**src/rtl/inv_subword_pkg.sv**
```systemverilog
// Shared types for the InvSubWord byte sequencer.
// States, word geometry and the latency-tracking tag.
package inv_subword_pkg;

  localparam int NB_BYTES = 4;

  typedef enum logic [1:0] {
    IDLE,
    FEED,
    DRAIN,
    HOLD
  } state_e;

  typedef struct packed {
    logic       valid;
    logic [1:0] idx;
  } tag_t;

  function automatic logic [7:0] get_byte(
    input logic [31:0] w,
    input logic [1:0]  i
  );
    return w[{i, 3'b000} +: 8];
  endfunction

endpackage

```
**src/rtl/lat_tag_pipe.sv**
```systemverilog
// Shift register of tags matching the S-box latency.
// Async active-low clear drops every in-flight tag.
module lat_tag_pipe
  import inv_subword_pkg::*;
#(
  parameter int DEPTH = 1
) (
  input  logic clk,
  input  logic rst_n,
  input  tag_t tag_i,
  output tag_t tag_o
);

  tag_t [DEPTH-1:0] pipe_q;
  tag_t [DEPTH-1:0] pipe_d;

  always_comb begin
    pipe_d    = pipe_q;
    pipe_d[0] = tag_i;
    for (int i = 1; i < DEPTH; i++) begin
      pipe_d[i] = pipe_q[i-1];
    end
  end

  always_ff @(posedge clk or negedge rst_n) begin
    if (!rst_n) begin
      pipe_q <= '0;
    end else begin
      pipe_q <= pipe_d;
    end
  end

  assign tag_o = pipe_q[DEPTH-1];

endmodule

```
**src/rtl/inv_subword_seq.sv**
```systemverilog
// Word-to-byte sequencer around a shared inverse S-box.
// Feeds MSB first, reassembles by tag, holds result.
module inv_subword_seq
  import inv_subword_pkg::*;
#(
  parameter int SBOX_LAT = 1
) (
  input  logic        clk,
  input  logic        rst_n,
  input  logic        in_valid,
  output logic        in_ready,
  input  logic [31:0] in_data,
  output logic [7:0]  sb_in,
  input  logic [7:0]  sb_out,
  output logic        out_valid,
  input  logic        out_ready,
  output logic [31:0] out_data,
  output logic        busy
);

  if (SBOX_LAT < 1 || SBOX_LAT > 4) begin : g_bad_lat
    $error("SBOX_LAT must be in 1..4");
  end

  state_e      state_q, state_d;
  logic [1:0]  cnt_q, cnt_d;
  logic [31:0] word_q, word_d;
  logic [31:0] res_q, res_d;
  logic [7:0]  sb_in_q, sb_in_d;
  logic        out_valid_q, out_valid_d;
  logic [31:0] out_data_q, out_data_d;
  tag_t        tag_in, tag_out;

  lat_tag_pipe #(
    .DEPTH (SBOX_LAT)
  ) u_tag_pipe (
    .clk   (clk),
    .rst_n (rst_n),
    .tag_i (tag_in),
    .tag_o (tag_out)
  );

  always_comb begin
    state_d     = state_q;
    cnt_d       = cnt_q;
    word_d      = word_q;
    res_d       = res_q;
    sb_in_d     = 8'h00;
    out_valid_d = out_valid_q;
    out_data_d  = out_data_q;
    tag_in      = '0;
    if (tag_out.valid) begin
      res_d[{tag_out.idx, 3'b000} +: 8] = sb_out;
    end
    unique case (state_q)
      IDLE: begin
        if (in_valid) begin
          word_d  = in_data;
          cnt_d   = 2'd0;
          res_d   = '0;
          sb_in_d = in_data[31:24];
          state_d = FEED;
        end
      end
      FEED: begin
        // 3 - cnt on two bits is ~cnt
        tag_in.valid = 1'b1;
        tag_in.idx   = ~cnt_q;
        if (cnt_q == 2'd3) begin
          state_d = DRAIN;
        end else begin
          cnt_d   = cnt_q + 2'd1;
          sb_in_d = get_byte(word_q, ~cnt_d);
        end
      end
      DRAIN: begin
        if (tag_out.valid && tag_out.idx == 2'd0) begin
          state_d     = HOLD;
          out_valid_d = 1'b1;
          out_data_d  = res_d;
        end
      end
      HOLD: begin
        if (out_ready) begin
          state_d     = IDLE;
          out_valid_d = 1'b0;
          out_data_d  = '0;
        end
      end
      default: state_d = IDLE;
    endcase
  end

  always_ff @(posedge clk or negedge rst_n) begin
    if (!rst_n) begin
      state_q     <= IDLE;
      cnt_q       <= '0;
      word_q      <= '0;
      res_q       <= '0;
      sb_in_q     <= '0;
      out_valid_q <= 1'b0;
      out_data_q  <= '0;
    end else begin
      state_q     <= state_d;
      cnt_q       <= cnt_d;
      word_q      <= word_d;
      res_q       <= res_d;
      sb_in_q     <= sb_in_d;
      out_valid_q <= out_valid_d;
      out_data_q  <= out_data_d;
    end
  end

  assign in_ready  = (state_q == IDLE);
  assign busy      = (state_q != IDLE);
  assign sb_in     = sb_in_q;
  assign out_valid = out_valid_q;
  assign out_data  = out_data_q;

endmodule

```
**config.mk**
```make
export PLATFORM = sky130hd
export DESIGN_NAME = inv_subword_seq
export DESIGN_NICKNAME = d
export VERILOG_FILES = /design/src/rtl/inv_subword_pkg.sv /design/src/rtl/lat_tag_pipe.sv /design/src/rtl/inv_subword_seq.sv
export SDC_FILE = /design/constraint.sdc
export NUM_CORES = 1
export LEC_CHECK = 0
export CAP_MARGIN = 25
export CORE_ASPECT_RATIO = 0.6
export CORE_UTILIZATION = 48
export CTS_BUF_LIST = sky130_fd_sc_hd__clkbuf_16
export DETAILED_ROUTE_END_ITERATION = 8
export GPL_TIMING_DRIVEN = 0
export PLACE_DENSITY = 0.76
export SLEW_MARGIN = 20
export SYNTH_ARGS = -nofsm -noshare
export SYNTH_HDL_FRONTEND = slang
export SYNTH_SLANG_ARGS = --single-unit
```
**constraint.sdc**
```tcl
create_clock -name clk -period 1.75 [get_ports clk]
set_input_delay 0.35 -clock clk [delete_from_list [all_inputs] [get_ports clk]]
set_output_delay 0.35 -clock clk [all_outputs]
set_load 0.02 [all_outputs]
```
==> flow_results.org <==
** Logic synthesis
- Yosys instantiated no cell more often than nand2_1.
- Of the post-synthesis cell area, the dominant cell type holds between 50% and 60%.
- Number of enable-type register cells in the synthesized netlist :: 0
- Summed over all instances, the cell type with the most area after synthesis is dfrtp_1.
- Synthesis produced ~460 cells.
- Yosys warnings :: 0
- Async set-or-reset flop fraction in the synthesized netlist :: 100%
- Per-instance average area after synthesis :: 11.0 um^2
- Yosys attributes the largest share of cell area to dfrtp_1, nand2_1, o2bb2ai_1.
- Counting every net in the synthesized netlist gives about 520.
- Flip-flop and latch count after synthesis :: 112
- Synth top cells by count :: nand2_1, dfrtp_1, o2bb2ai_1, a31oi_1, a32oi_1
- After synthesis the cells add up to 5070 um^2.
- After synthesis, the netlist uses 44 different library cells.
- Among all flip-flop cells after synthesis, the most frequent one is dfrtp_1.
- Sequential share of the synthesized area :: between 50% and 60%

** Floorplanning
- Standard-cell rows :: 28
- The die is roughly 130 um wide.
- Overall die height :: 81.6 um
- Ports placed on the boundary :: 87
- Core region area :: 10100 um^2
- The die covers around 11000 um^2.
- Initial cell density of the core :: approximately half

** CTS
- CTS HTree Levels :: 3
- Number of buffers inserted during clock tree synthesis :: 9
- CTS placed an instance of clkbuf_16 at the clock tree root.
- TritonCTS built the clock tree.
- In this run the deepest clock path goes through 2 buffers.
- After clock tree synthesis, the clock-pin slew on the worst setup and hold paths is 0.07 ns.
- Clk sink count :: roughly 110
- The later pin in the worst-skew pair is clocked with a latency of between 0.3 and 0.4 ns.

** Power
- Combinational fraction of design power :: 46.1%
- Sequential power share :: between 30% and 40%
- Of the total power, the share spent switching nets is approximately 38%.
- The clock network accounts for between 10% and 20% of the total power.
- Overall power consumption after layout is estimated at approximately 11 mW.
- The worst-case IR drop observed on VDD is 852 uV.
- Pwr dens :: 1570 nW/um^2
- The internal power of the cells totals around 6.5 mW.
- Leakage power summed over all cells :: 2.98 nW
- Summed over all nets, the switching power comes to 3.96 mW.

** Timing
- Final Hold Fails :: 0
- The smallest clock period supported by the final layout is computed as 1.73 ns.
- Count of pins over their slew limit :: 0
- Fin Setup TNS :: 0 ns
- Setup violations remaining at the end of the flow were counted as 0.
- After layout, the worst path uses 99.1% of the clock period.
- Peak Freq :: approximately 580 MHz
- Measured against its own limit, the worst slew margin works out to 58.9%.
- Setup repair after global routing could not meet its margin everywhere.
- Clock skew on the completed layout was measured at between 0.006 and 0.007 ns.
- Slew at the pin closest to its max-slew limit :: roughly 0.6 ns

** Cells and area
- Layout Area Growth over Synthesis :: 32.2%
- Of the cells placed in the final design, the portion with a size suffix greater than 1 is approximately a fifth.
- The repair_antennas step left the layout with diodes totalling 0.
- The filler cells instantiated in the layout total around 750.
- Combined area of the multi-input logic cells :: between 2000 and 2500 um^2
- Registers take about 2800 um^2.
- Final non-filler cell total :: 710
- # nets final :: between 600 and 700

** Routing
- Average wire length per cell after detail routing :: about 18 um
- For this run, design rule violations remaining after detail routing come to 0.
- Via count :: between 4k and 5k
- Detailed Route WL :: approximately 13 mm
- The first TritonRoute pass finished after 4 iterations.
- Initial drt markers :: between 300 and 400
- In this run the remaining antenna-violating nets after routing total 0.
- Average via count per standard cell :: approximately 5.7

** Critical path
- Delay contributed by the slowest stage of the critical path :: around 0.43 ns
- Slowest stage cell, crit path :: dfrtp_2
- Sequence of cells on the critical path :: buf_4, ha_1, and3b_1, buf_6, a32oi_2, o2bb2ai_1
- In this design, the largest share of critical-path delay is due to flip-flops.
- Type of element launching the critical path :: flop
- Along the worst path, the maximum fanout reaches 10.
- Category of the critical setup timing path :: reg2reg
- Worst Path Buf+Inv :: 2
- Endpoint class of the critical path :: flop
- Required time worst endpoint :: between 1.5 and 2 ns
- Critical Path AT :: a little under 2 ns

** Place
- Once detailed placement completed, the half-perimeter wirelength came to 8.99 mm.
- Once placement completed, the tool counted placed cells totaling 680.
- Final Wtd Congestion :: around 0.83
- Count of buffers from port buffering :: roughly 80

** GRT
- GR Util met1 :: a little over a third
- The via count of the first global-routing pass came to just under 4k.
- First-pass GRT wire length :: 20.4 mm
- Gr usage total :: roughly 25%
- Grt met3 use :: between 7 and 8%
- GR peak layer :: met2
- Entering global routing, the biggest net connects 81 pins.
- For this run the aggregate overflow at the end of global routing stands at 0.
- For this run, global-route usage on met2 was measured as between 30 and 40%.
- Antenna violations before repair :: 0

** Worst hold path
- In this run the worst hold path is classified as in2reg.

** Status
- The run finished with clean final reports.

** Run
- Max-cap violations :: 0
what timing repair did:
action,CTS,global route
buffers inserted,8,4
pin swaps,4,8
hold buffers,1,0
cloned,0,2
gates resized for setup,21,48
setup endpoints to repair,102,86
endpoints found under the hold margin,32,0
worst reg2reg max path, stage by stage, from the launching register on:
cell,delay (ns)
dfrtp_2,0.43
buf_4,0.17
ha_1,0.23
and3b_1,0.25
buf_6,0.17
a32oi_2,0.25
o2bb2ai_1,0.10
placed cells by master (no fill, tap or decap), types with 2 or more instances in the layout:
master and n:
ha_1 4, dfrtp_1 111, inv_1 3, inv_2 4, clkdlybuf4s50_1 79, buf_8 4
a22oi_2 2, clkbuf_4 5, clkbuf_2 6, a21oi_1 12, a22oi_1 8, mux4_2 8
and2_1 3, buf_4 14, nor2b_4 2, a32oi_2 10, a31oi_1 19, o2bb2ai_1 32
buf_2 11, clkbuf_16 9, nand2_1 128, o21ai_1 5, nor2b_1 3, a21boi_0 8
nor2_1 15, o21a_1 2, ha_2 3, buf_6 8, a22o_1 4, clkbuf_8 2
nand3_1 5, ha_4 3, clkinvlp_4 3, clkinv_1 2, a32oi_1 5, o21ai_0 7
metrics by stage:
| stage | cell area (um^2) | worst slack, ns | hold WS (ns) | utilization (%) |
|---|---|---|---|---|
| final | 6700 | 0.0154 | 0.363 | 66.6 |
| after CTS | 6480 | -0.0287 | 0.340 | 64.5 |
| after floorplan | 5070 | 0.00664 | 0.0544 | - |
| after detailed placement | 6090 | -0.234 | 0.259 | 60.6 |
| after global placement | 6060 | -4.27 | 0.453 | 60.3 |
| after global routing | 6700 | -0.0368 | 0.369 | 66.6 |
routing by layer:
layer  part of all wire, %  up-vias
li1                      -     1863
met2                    44      144
met3                   7.0       11
met4                  0.91        0
met5                     0        -
met1                    48     1997
cells by family after synthesis:
kind of cell | Yosys count | synth area share, %
AO/OA/AOI/OAI | 122 | 18.5
adder cells (fa/ha/maj) | 10 | 2.47
buffers and inverters | 43 | 5.43
flip-flops | 112 | 55.3
multiplexers | 10 | 4.00
AND/OR/NAND/NOR | 165 | 14.3
final timing paths:
check                                     from                    endpoint  slack, ns  cells after the start
max                        u_tag_pipe.tag_o[0]                out_data[28]       0.02                      6
min                                  sb_out[2]                        flop       0.36                      3
max reg2reg                u_tag_pipe.tag_o[0]                out_data[28]       0.02                      6
min reg2reg                          word_q[6]                   word_q[6]       0.48                      2
max in group asynchronous                rst_n                out_data[25]       0.61                      3
min in group asynchronous                rst_n  asynchronous set/reset pin       0.46                      2
power groups by stage:
stage	combinational (mW)	clock (mW)	sequential, mW
after floorplan	2.88	0	3.73
after global placement	4.14	0	3.64
after detailed placement	4.26	0	3.67
after CTS	4.50	2.04	3.62
after global routing	5.26	2.16	3.72
final	4.85	2.03	3.63
cell type report:
class                   count  share of cell area, %
clock inverters             7                  0.952
repair buffers             98                   14.3
inverters                   7                  0.430
multi-input cells         307                   32.3
plain buffers              35                   4.28
clock buffers               9                   3.36
well taps                 135                   2.52
flip-flops and latches    112                   41.8
Power figures use the tool's default switching activity.
